**config.mk**
```make
export PLATFORM = sky130hd
export DESIGN_NAME = add16_rc_cla
export DESIGN_NICKNAME = d
export VERILOG_FILES = /design/src/rtl/add16_rc_cla.sv
export SDC_FILE = /design/constraint.sdc
export NUM_CORES = 1
export LEC_CHECK = 0
export CAP_MARGIN = 20
export CORE_UTILIZATION = 43
export DETAILED_ROUTE_END_ITERATION = 10
export GPL_TIMING_DRIVEN = 0
export PLACE_DENSITY = 0.77
export SLEW_MARGIN = 10
export SYNTH_ARGS = -nofsm -noshare
export SYNTH_HDL_FRONTEND = slang
export SYNTH_SLANG_ARGS = --single-unit
```
**constraint.sdc**
```tcl
create_clock -name clk -period 8 [get_ports clk]
set_input_delay 1.6 -clock clk [delete_from_list [all_inputs] [get_ports clk]]
set_output_delay 1.6 -clock clk [all_outputs]
set_load 0.02 [all_outputs]
```
**src/rtl/add16_rc_cla.sv**
```systemverilog
// Registered 16-bit adder built twice: a ripple-carry core and a two-level CLA core.
// The two results are compared every cycle; any disagreement is flagged on mismatch.
module add16_rc_cla (
  input  logic        clk,
  input  logic        rst,
  input  logic [15:0] a16,
  input  logic [15:0] b16,
  input  logic        cin,
  output logic [15:0] sum16_rc,
  output logic        cout_rc,
  output logic [15:0] sum16_cla,
  output logic        cout_cla,
  output logic        mismatch
);

  logic [16:0] w_c_rc;
  logic [15:0] w_s_rc;

  assign w_c_rc[0] = cin;

  for (genvar i = 0; i < 16; i++) begin : g_rc
    assign w_s_rc[i]   = a16[i] ^ b16[i] ^ w_c_rc[i];
    assign w_c_rc[i+1] = (a16[i] & b16[i]) | (w_c_rc[i] & (a16[i] ^ b16[i]));
  end

  logic [15:0] w_g;
  logic [15:0] w_p;
  logic [15:0] w_c_cla;
  logic [3:0]  w_grp_g;
  logic [3:0]  w_grp_p;
  logic [4:0]  w_grp_c;
  logic [15:0] w_s_cla;

  assign w_g = a16 & b16;
  assign w_p = a16 ^ b16;

  for (genvar k = 0; k < 4; k++) begin : g_cla_grp
    localparam int B = 4 * k;

    assign w_grp_g[k] = w_g[B+3]
                      | (w_p[B+3] & w_g[B+2])
                      | (w_p[B+3] & w_p[B+2] & w_g[B+1])
                      | (w_p[B+3] & w_p[B+2] & w_p[B+1] & w_g[B]);
    assign w_grp_p[k] = w_p[B+3] & w_p[B+2] & w_p[B+1] & w_p[B];

    // In-group carries start from the group carry supplied by the second level.
    assign w_c_cla[B]   = w_grp_c[k];
    assign w_c_cla[B+1] = w_g[B] | (w_p[B] & w_grp_c[k]);
    assign w_c_cla[B+2] = w_g[B+1]
                        | (w_p[B+1] & w_g[B])
                        | (w_p[B+1] & w_p[B] & w_grp_c[k]);
    assign w_c_cla[B+3] = w_g[B+2]
                        | (w_p[B+2] & w_g[B+1])
                        | (w_p[B+2] & w_p[B+1] & w_g[B])
                        | (w_p[B+2] & w_p[B+1] & w_p[B] & w_grp_c[k]);
  end

  // Second-level lookahead: every group carry is a flat function of G, P and cin.
  assign w_grp_c[0] = cin;
  assign w_grp_c[1] = w_grp_g[0] | (w_grp_p[0] & cin);
  assign w_grp_c[2] = w_grp_g[1]
                    | (w_grp_p[1] & w_grp_g[0])
                    | (w_grp_p[1] & w_grp_p[0] & cin);
  assign w_grp_c[3] = w_grp_g[2]
                    | (w_grp_p[2] & w_grp_g[1])
                    | (w_grp_p[2] & w_grp_p[1] & w_grp_g[0])
                    | (w_grp_p[2] & w_grp_p[1] & w_grp_p[0] & cin);
  assign w_grp_c[4] = w_grp_g[3]
                    | (w_grp_p[3] & w_grp_g[2])
                    | (w_grp_p[3] & w_grp_p[2] & w_grp_g[1])
                    | (w_grp_p[3] & w_grp_p[2] & w_grp_p[1] & w_grp_g[0])
                    | (w_grp_p[3] & w_grp_p[2] & w_grp_p[1] & w_grp_p[0] & cin);

  assign w_s_cla = w_p ^ w_c_cla;

  logic w_diff;
  assign w_diff = {w_c_rc[16], w_s_rc} != {w_grp_c[4], w_s_cla};

  logic [15:0] r_sum_rc;
  logic        r_cout_rc;
  logic [15:0] r_sum_cla;
  logic        r_cout_cla;
  logic        r_mismatch;

  always_ff @(posedge clk) begin
    if (rst) begin
      r_sum_rc   <= '0;
      r_cout_rc  <= 1'b0;
      r_sum_cla  <= '0;
      r_cout_cla <= 1'b0;
      r_mismatch <= 1'b0;
    end else begin
      r_sum_rc   <= w_s_rc;
      r_cout_rc  <= w_c_rc[16];
      r_sum_cla  <= w_s_cla;
      r_cout_cla <= w_grp_c[4];
      r_mismatch <= w_diff;
    end
  end

  assign sum16_rc  = r_sum_rc;
  assign cout_rc   = r_cout_rc;
  assign sum16_cla = r_sum_cla;
  assign cout_cla  = r_cout_cla;
  assign mismatch  = r_mismatch;

endmodule

```
* Word-level counts from Yosys, hierarchy flattened
Index checks and enable logic that the tools add are counted.
Operators by class: equal/unequal tests 1, bitwise gates (word level) 205
Operators with widths (number):
- $and 1x1->1 | 108
- $or 1x1->1 | 62
- $xor 1x1->1 | 32
- $xor 16x16->16 | 2
- $ne 17x17->1 | 1
- $and 16x16->16 | 1
Word-level totals: register bits after elaboration 35, input bits 35

* Longest topological paths before layout
Gate-level depths: netlist of the first run.
depth after elaboration 34, gate-level depth with buffers 25

* Worst setup path before layout of the first run
Ideal clock, no wire load.
kind input -> register, from input port a16[0], to register r_mismatch, in the netlist mismatch, data arrival time 8.354 ns, required time 7.919 ns, setup slack -0.435 ns, cell stages on the path 24, path through inv_1 -> fa_1 -> inv_1 -> fa_1 -> inv_1 -> fa_1 -> fa_1 -> fa_1 -> fa_1 -> fa_1 -> fa_1 -> fa_1 -> fa_1 -> fa_1 -> fa_1 -> fa_1 -> fa_1 -> fa_1 -> xnor2_1 -> nand2_1 -> or4_1 -> o31ai_1 -> nor4_1 -> a41oi_1
Between the ends: longest elaborated chain between the ends 34, elaborated cells on any way between the ends 104, those cells by class 1 x eq/ne; 103 x bitwise
RTL lines:
- start, declared | RTL line 6 | input logic [15:0] a16,
- $xor 1x1->1 | RTL line 22, 23
- $and 1x1->1 | RTL line 23 | assign w_c_rc[i+1] = (a16[i] & b16[i]) | (w_c_rc[i] & (a16[i] ^ b16[i]));
- $or 1x1->1 | RTL line 23
- $and 1x1->1 | RTL line 23
- $or 1x1->1 | RTL line 23
- $and 1x1->1 | RTL line 23
- $or 1x1->1 | RTL line 23
- $and 1x1->1 | RTL line 23
- [... 18 more ...]
- $or 1x1->1 | RTL line 23
- $and 1x1->1 | RTL line 23
- $or 1x1->1 | RTL line 23
- $and 1x1->1 | RTL line 23
- $or 1x1->1 | RTL line 23
- $and 1x1->1 | RTL line 23
- $or 1x1->1 | RTL line 23
- $ne 17x17->1 (*) | RTL line 77 | assign w_diff = {w_c_rc[16], w_s_rc} != {w_grp_c[4], w_s_cla};
- end signal, assigned | RTL line 97 | r_mismatch <= w_diff;
- end, declared | RTL line 83 | logic r_mismatch;
Every way passes the cells marked *; elsewhere a longest branch is shown, timed or not. A chain may end at the register's enable or synchronous reset.

* Worst setup path in the final report of the first run
Ends and elaborated chain as after synthesis.

==> results of run 1 <==
-- worst min-delay path by stage --
stage               cells past startpoint  start  slack, ps  endpoint
floorplan                               2    rst       1850  cout_cla
detailed placement                      2    rst       1880  cout_cla
global route                            2    rst       1600  cout_cla
CTS                                     2    rst       1580  cout_cla
global placement                        2    rst       1890  cout_cla
finish                                  2    rst       1590  cout_cla
-- cell type report --
class	instances	area (sq um)
Buffer	6	30.0
Clock buffer	5	68.8
Clock inverter	3	17.5
Fill cell	446	1870
Inverter	35	134
Multi-Input combinational cell	162	1510
Sequential cell	33	661
Tap cell	70	87.6
Timing Repair Buffer	70	698
-- sequential cells by signal, summed over array words and instances, names as in the netlist --
name,count
sum16_rc,16
sum16_cla,14
cout_cla,1
cout_rc,1
mismatch,1
-- repair_timing --
action                     in CTS  in global routing
resized for setup              28                  3
pin swaps                      20                 19
buffers inserted                1                  1
setup endpoints to repair       1                  1
-- synthesized netlist by cell type (all sizes together) (2+ instances only) --
cell type,count,area [sq um]
o21ai,6,33.8
nand4,5,37.5
nor3b,2,15.0
xor2,6,52.6
nand2,7,26.3
nor3,4,20.0
a211oi,2,20.0
a21o,3,22.5
nand3,2,10.0
buf,2,15.0
xnor2,20,175
o31ai,2,20.0
inv,35,131
dfxtp,33,661
nor2b,2,12.5
nor2,33,124
a21oi,12,86.3
clkbuf,4,15.0
ha,16,200
fa,19,380
o22ai,2,12.5
-- routing by layer --
layer,track usage,up-vias,share of wire
met2,0.315,58,0.48
met5,0,-,0
li1,-,930,-
met4,0.0692,0,0.015
met1,0.237,847,0.45
met3,0.0325,5,0.053
-- worst max-delay path, cell delays in order --
cell and delay, ps:
buf_8 80, inv_4 30, fa_2 370, inv_2 60
fa_2 180, inv_2 40, fa_2 330, fa_2 340
fa_2 340, fa_2 350, fa_2 350, fa_2 350
fa_2 340, fa_2 360, fa_2 360, fa_2 360
fa_2 350, fa_2 370, fa_2 610, xnor2_4 150
nand2_1 70, or4_1 440, o31ai_2 90, nor4_2 90
a41oi_1 190
-- cell usage in the layout, fill, tap and decap left out, types with 3 or more instances in the layout --
master	count
ha_1	16
buf_4	4
nor3_1	3
clkbuf_1	4
xor2_1	6
dfxtp_1	33
nor2_1	33
clkdlybuf4s50_1	63
a21oi_1	9
fa_2	15
inv_2	5
clkbuf_8	5
a21o_1	3
nand4_1	4
inv_1	29
fa_1	4
o21ai_1	3
xnor2_1	19
nand2_1	7
-- metrics by stage --
stage | cells | power [uW] | cell area (sq um)
2_1_floorplan | 236 | 367 | 2300
3_3_place_gp | 374 | 456 | 3060
3_5_place_dp | 374 | 459 | 3060
4_1_cts | 383 | 595 | 3190
5_1_grt | 384 | 626 | 3210
6_report | 384 | 592 | 3210
-- report_power, final --
part / internal [uW] / switching (uW) / total, uW
Sequential: 186 / 5.20 / 191
Combinational: 138 / 137 / 275
Clock: 60.1 / 66.0 / 126
Total: 384 / 208 / 592
-- cell families (layout without fill, tap and decap cells) --
| family | after synthesis | count (layout) | synth area share |
|---|---|---|---|
| AOI/OAI and AO/OA | 37 | 37 | 0.128 |
| xor gates and xnor gates | 28 | 28 | 0.121 |
| adders and majority gates | 35 | 35 | 0.257 |
| buffers and inverters | 41 | 119 | 0.0714 |
| DFF | 33 | 33 | 0.292 |
| and+or+nand+nor | 62 | 62 | 0.131 |
==> flow_metrics.env, run 1 <==
export IMPL_vias=1840
export IMPL_cts_tree="yes"
export IMPL_maxSlewViolCount=0
export IMPL_status="completed"
export IMPL_areaGrowthSynthToFinish_pct=41.9
export IMPL_first_pass_iters=4
export IMPL_die_area_sq_mm=0.00555
export IMPL_arrival_ps=8200
export IMPL_die_y_um=74.5
export IMPL_relSlewSlack=0.614
export IMPL_wire_per_inst_um=12.7
export IMPL_ys_seq_elements=33
export IMPL_nNetsFinal=383
export IMPL_ant_nets=0
export IMPL_place_congestion=0.871
export IMPL_cts_hold_buf=0
export IMPL_pre_cts_ws_ps=-923
export IMPL_fin_crit_ps=8000
export IMPL_path_clk_slew_ps=70
export IMPL_grt_pass1_wl_mm=7.71
export IMPL_async_flop_share=0
export IMPL_synth_top_flop_cell="dfxtp_1"
export IMPL_grt_pass1_vias=1760
export IMPL_track_usage=0.186
export IMPL_cts_sinks=33
export IMPL_hold_class="in -> reg"
export IMPL_vias_per_cell=4.79
export IMPL_fmax_mhz=125
export IMPL_initial_core_util=0.446
export IMPL_tightest_slew_ps=579
export IMPL_cp_start_kind="input pin"
export IMPL_h_tree_depth=2
export IMPL_critPathCapture="mismatch"
export IMPL_synth_nets=306
export IMPL_avgSynthCellArea_sq_um=9.58
export IMPL_hold_viol=0
export IMPL_worstSetupPathType="in -> reg"
export IMPL_hold_slack_ps=1590
export IMPL_cp_startpoint="a16[0]"
export IMPL_synthCells=236
export IMPL_synth_edff_count=0
export IMPL_cts_buffer_depth=2
export IMPL_root_buffer="clkbuf_8"
export IMPL_synth_area_sq_mm=0.00226
export IMPL_drc_errors=0
export IMPL_portBuffers=68
export IMPL_layout_setup_ws_ps=4.95
export IMPL_coreArea_sq_mm=0.00507
export IMPL_antenna_found_initial=0
export IMPL_cp_max_fo=4
export IMPL_drive_gt1_frac=0.159
export IMPL_io_pin_count=70
export IMPL_p_per_area_mw_per_mm2=184
export IMPL_drv_cap=0
export IMPL_grt_setup_unrepaired="yes"
export IMPL_place_hpwl_mm=3.89
export IMPL_finish_utilization=0.632
export IMPL_drt_iter0_drc=60
export IMPL_globalRouteOverflowTotal=0
export IMPL_insertedDiodeCount=0
export IMPL_grt_max_degree=12
export IMPL_ir_drop_uv=91.5
export IMPL_cp_data_required_time_ps=8210
export IMPL_fin_tns_setup_ps=0
export IMPL_dieWidth_um=74.5
export IMPL_synth_seq_area_share=0.292
export IMPL_end_kind="register"
export IMPL_setup_violations_final=0
export IMPL_fp_row_count=26
export IMPL_leakage_uw=0.00137
export IMPL_synth_warnings=0
export IMPL_synth_cell_types=48
export IMPL_wl_mm=4.88
export IMPL_cts_buffers=5
export IMPL_period_share=0.999
No activity file was read; power rests on OpenSTA's default activity.
==> inputs of run 2 (changes only) <==
CORE_UTILIZATION = 45   (was 43)
clock period = 7.51 ns   (was 8 ns; I/O delays follow)
==> run 2 against run 1 <==
Compared with the run above: combinational power rose by 8.7%; wire length is 1.7% higher; the run now ends with setup timing left; clock-buffer cell count up 3; largest cell class unchanged; clock power about the same; critical endpoint unchanged; highest routed layer unchanged; core utilization up 3.7 points; cell area is 0.12% lower; sequential cell count stayed put.
==> flow_metrics.env, run 2 (synthesis results as in run 1) <==
export IMPL_grt_pass1_wl_mm=8.09
export IMPL_status="complete, but fails checks"
export IMPL_p_sw_frac=0.342
export IMPL_fmax_mhz=124
export IMPL_crit_path_top_delay_cell="fa_2"
export IMPL_vias=1844
export IMPL_path_clk_slew_ps=60
export IMPL_slowest_delay_ps=590
export IMPL_place_area_sq_mm=0.00306
export IMPL_place_hpwl_mm=3.99
export IMPL_fin_tns_setup_ps=-558
export IMPL_finalNonFillerCells=382
export IMPL_nNetsFinal=384
export IMPL_p_switching_uw=216
export IMPL_maxSlewViolCount=0
export IMPL_root_buffer="clkbuf_8"
export IMPL_hold_class="in -> reg"
export IMPL_arrival_ps=8270
export IMPL_relSlewSlack=0.570
export IMPL_drt_iter0_drc=54
export IMPL_cts_buffers=5
export IMPL_design_area_sq_mm=0.00320
export IMPL_die_y_um=72.9
export IMPL_areaGrowthSynthToFinish_pct=41.7
export IMPL_cp_max_fo=3
export IMPL_cts_sinks=33
export IMPL_ant_nets=0
export IMPL_dieWidth_um=72.9
export IMPL_globalRouteOverflowTotal=0
export IMPL_cp_data_required_time_ps=7710
export IMPL_violations="setup timing"
export IMPL_initial_core_util=0.472
export IMPL_drive_gt1_frac=0.159
export IMPL_finish_utilization=0.670
export IMPL_ir_drop_uv=101
export IMPL_tightest_slew_ps=640
export IMPL_pre_cts_ws_ps=-1290
export IMPL_wire_per_inst_um=13.0
export IMPL_first_pass_iters=4
export IMPL_period_share=1.07
export IMPL_fillers=410
export IMPL_cts_tree="yes"
export IMPL_coreArea_sq_mm=0.00479
export IMPL_leakage_uw=0.00136
export IMPL_cts_buffer_depth=2
export IMPL_cts_hold_buf=0
export IMPL_seqPwrFrac=0.324
export IMPL_place_congestion=0.865
export IMPL_largest_register_ffs=16
export IMPL_die_area_sq_mm=0.00531
export IMPL_portBuffers=68
export IMPL_track_usage=0.204
export IMPL_p_per_area_mw_per_mm2=197
export IMPL_vias_per_cell=4.83
export IMPL_grt_pass1_vias=1790
export IMPL_p_int_uw=415
export IMPL_hold_viol=0
export IMPL_end_kind="register"
export IMPL_grt_setup_unrepaired="yes"
export IMPL_drc_errors=0
export IMPL_layout_commonest_cell="clkdlybuf4s50_1"
export IMPL_drv_cap=0
export IMPL_dpl_cell_count=371
export IMPL_grt_max_degree=11
export IMPL_layout_setup_ws_ps=-558
export IMPL_wl_mm=4.96
export IMPL_clkPwrFrac=0.202
export IMPL_antenna_found_initial=0
export IMPL_setup_violations_final=1
export IMPL_io_pin_count=70
export IMPL_crit_chain="clkdlybuf4s50_1, fa_2, inv_2, fa_2, fa_2, fa_2, fa_2, fa_2, fa_2, fa_2, fa_2, fa_2, fa_2, fa_2, fa_2, fa_2, xnor2_2, buf_4, nand2_2, or4_4, o31ai_4, nor4_2, a41oi_1"
export IMPL_worstSetupPathType="in -> reg"
export IMPL_insertedDiodeCount=0
export IMPL_cp_start_kind="input pin"
export IMPL_mostFrequentLayoutCells="64 x clkdlybuf4s50_1, 33 x nor2_1, 33 x dfxtp_1, 29 x inv_1, 19 x xnor2_1"
export IMPL_fp_row_count=25
export IMPL_crit_top_cell="fa_2"
export IMPL_h_tree_depth=2
export IMPL_fin_crit_ps=8070
export IMPL_pwr_share_comb=0.474
run 2: final cells by class:
type,instances,area [sq um],share of cell area
clock buffer,8,80.1,0.0250
tap,67,83.8,0.0262
timing repair buffer,71,703,0.219
inverter,35,134,0.0418
multi-input combinational,162,1510,0.472
buffer,6,30.0,0.00937
sequential,33,661,0.206
run 2: critical path, delay by kind of cell:
kind | cells | cell delay, ps
AND/OR/NAND/NOR | 3 | 580
buffers and inverters | 3 | 710
adder cells (fa/ha/maj) | 14 | 5040
XOR/XNOR | 1 | 140
AO/OA/AOI/OAI | 2 | 290
run 2: path summary, 6_finish.rpt:
kind | startpoint | end | depth (start not counted) | slack (ps)
setup / recovery | b16[1] | mismatch | 23 | -560
hold / removal | rst | cout_cla | 2 | 1510
run 2: power by group through the flow:
stage	clock, uW	sequential, uW	combinational (uW)
global placement	0	208	278
floorplan	0	238	153
CTS	132	204	291
detailed placement	0	208	283
finish	128	204	299
global route	139	206	324
run 2: metal layers:
layer  track usage  up-vias  wire length (um)
li1              -      927                 -
met1         0.255      857              2180
met2         0.353       51              2480
met3        0.0290        9               215
met4        0.0828        0                83
met5             0        -                 0
run 2: timing repair:
action,CTS,global route
buffers inserted,1,2
hold endpoints to repair,0,0
pin swaps,20,16
gates resized for setup,28,4
setup endpoints to repair,4,3
run 2: through the flow:
step / hold slack, ps / total power (uW)
5_1_grt: 1540 / 668
3_3_place_gp: 1790 / 486
4_1_cts: 1500 / 627
2_1_floorplan: 1750 / 391
6_report: 1510 / 631
3_5_place_dp: 1800 / 491
==> inputs of run 3 (changes only) <==
CORE_UTILIZATION = 43   (was 45)
clock period = 7.2 ns   (was 7.51 ns; I/O delays follow)
==> run 3 against run 2 <==
Compared with the run above: the run still ends with setup timing left; sequential share of layout area rose by 0.13 points; combinational power barely moved; wire length rose by 3.3%; worst setup slack got worse by 110 ps; global-route usage fell by 0.85 points; worst hold slack got worse by 66 ps; via count rose by 2.3%; cell area fell by 0.62%; clock power rose by 5%; final cell count rose by 0.26%; sequential cell count did not move; core utilization fell by 4.2 points; critical endpoint unchanged.
==> flow_metrics.env, run 3 (synthesis results as in run 1) <==
export IMPL_fin_crit_ps=7870
export IMPL_vias_per_cell=4.92
export IMPL_cts_hold_buf=0
export IMPL_cp_start_kind="input pin"
export IMPL_io_pin_count=70
export IMPL_areaGrowthSynthToFinish_pct=40.8
export IMPL_status="complete, but fails checks"
export IMPL_violations="setup timing"
export IMPL_cp_data_required_time_ps=7400
export IMPL_first_pass_iters=4
export IMPL_p_per_area_mw_per_mm2=204
export IMPL_finish_utilization=0.627
export IMPL_ir_drop_uv=68.9
export IMPL_cts_sinks=33
export IMPL_drive_gt1_frac=0.147
export IMPL_antenna_found_initial=0
export IMPL_cp_max_fo=4
export IMPL_hold_class="in -> reg"
export IMPL_largest_register_ffs=16
export IMPL_grt_max_degree=11
export IMPL_coreArea_sq_mm=0.00507
export IMPL_drv_cap=0
export IMPL_cts_tree="yes"
export IMPL_die_y_um=74.5
export IMPL_globalRouteOverflowTotal=0
export IMPL_place_congestion=0.891
export IMPL_leakage_uw=0.00135
export IMPL_h_tree_depth=2
export IMPL_grt_pass1_wl_mm=8.03
export IMPL_drc_errors=0
export IMPL_insertedDiodeCount=0
export IMPL_place_hpwl_mm=4.19
export IMPL_dieWidth_um=74.5
export IMPL_crit_chain="clkdlybuf4s50_1, fa_2, inv_2, fa_2, fa_2, fa_2, fa_2, fa_2, fa_2, fa_2, fa_2, fa_2, fa_2, fa_2, fa_2, fa_2, xnor2_2, nand2_1, or4_1, o31ai_1, nor4_2, a41oi_1"
export IMPL_drt_iter0_drc=29
export IMPL_end_kind="register"
export IMPL_slowest_delay_ps=570
export IMPL_ant_nets=0
export IMPL_wl_mm=5.12
export IMPL_path_clk_slew_ps=60
export IMPL_dpl_cell_count=374
export IMPL_relSlewSlack=0.615
export IMPL_root_buffer="clkbuf_8"
export IMPL_portBuffers=68
export IMPL_cts_buffer_depth=2
export IMPL_layout_commonest_cell="clkdlybuf4s50_1"
export IMPL_pre_cts_ws_ps=-1530
export IMPL_fmax_mhz=127
export IMPL_maxSlewViolCount=0
export IMPL_cts_buffers=5
export IMPL_nNetsFinal=382
export IMPL_finalNonFillerCells=383
export IMPL_mostFrequentLayoutCells="64 x clkdlybuf4s50_1, 33 x dfxtp_1, 32 x nor2_1, 29 x inv_1, 19 x xnor2_1"
export IMPL_die_area_sq_mm=0.00555
export IMPL_crit_path_top_delay_cell="fa_2"
export IMPL_arrival_ps=8060
export IMPL_grt_pass1_vias=1840
export IMPL_setup_violations_final=2
export IMPL_vias=1886
export IMPL_period_share=1.09
export IMPL_worstSetupPathType="in -> reg"
export IMPL_crit_top_cell="fa_2"
export IMPL_grt_setup_unrepaired="yes"
export IMPL_wire_per_inst_um=13.4
export IMPL_hold_viol=0
export IMPL_layout_setup_ws_ps=-668
export IMPL_initial_core_util=0.446
export IMPL_tightest_slew_ps=577
export IMPL_track_usage=0.195
export IMPL_fp_row_count=26
-- run 3: path summary, 6_finish.rpt --
kind | start | to | slack [ps] | cells past startpoint
worst max-delay path | b16[1] | mismatch | -670 | 22
worst min-delay path | rst | sum16_rc[1] | 1440 | 2
-- run 3: layout make-up --
class | count | area [sq um]
fill | 451 | 1890
multi-input combinational | 162 | 1500
timing repair buffer | 69 | 692
sequential | 33 | 661
inverter | 35 | 139
tap | 70 | 87.6
clock buffer | 8 | 80.1
buffer | 6 | 30.0
-- run 3: per-stage QoR --
| step | instance area [sq um] | hold WS, ps | power [uW] | setup TNS (ps) |
|---|---|---|---|---|
| final | 3180 | 1440 | 648 | -800 |
| after global routing | 3180 | 1450 | 687 | -1070 |
| after floorplan | 2310 | 1690 | 409 | -545 |
| after CTS | 3160 | 1440 | 649 | -687 |
| after global placement | 3080 | 1730 | 509 | -3630 |
| after detailed placement | 3080 | 1730 | 515 | -3920 |
-- run 3: worst max-delay path: cells and delay by family --
kind	cells	cell delay, ps
compound gates	2	320
xor+xnor	1	160
fa+ha+maj	14	4990
buf+inv	2	560
simple gates	3	600
-- run 3: routing by layer --
| metal | global-route usage | wire, um |
|---|---|---|
| met5 | 0 | 0 |
| met2 | 0.361 | 2640 |
| met1 | 0.227 | 2170 |
| met4 | 0.0566 | 67 |
| met3 | 0.0379 | 237 |
-- run 3: repair_timing --
| item | 4_1_cts | 5_1_grt |
|---|---|---|
| pin swaps | 2 | 1 |
| buffers inserted | 0 | 1 |
| gates resized for setup | 18 | 4 |
| endpoints found under the setup margin | 4 | 3 |
-- run 3: power by group --
group | internal, uW | switching, uW
clock network | 68.7 | 65.1
logic | 151 | 150
registers | 207 | 6.97
total | 426 | 222
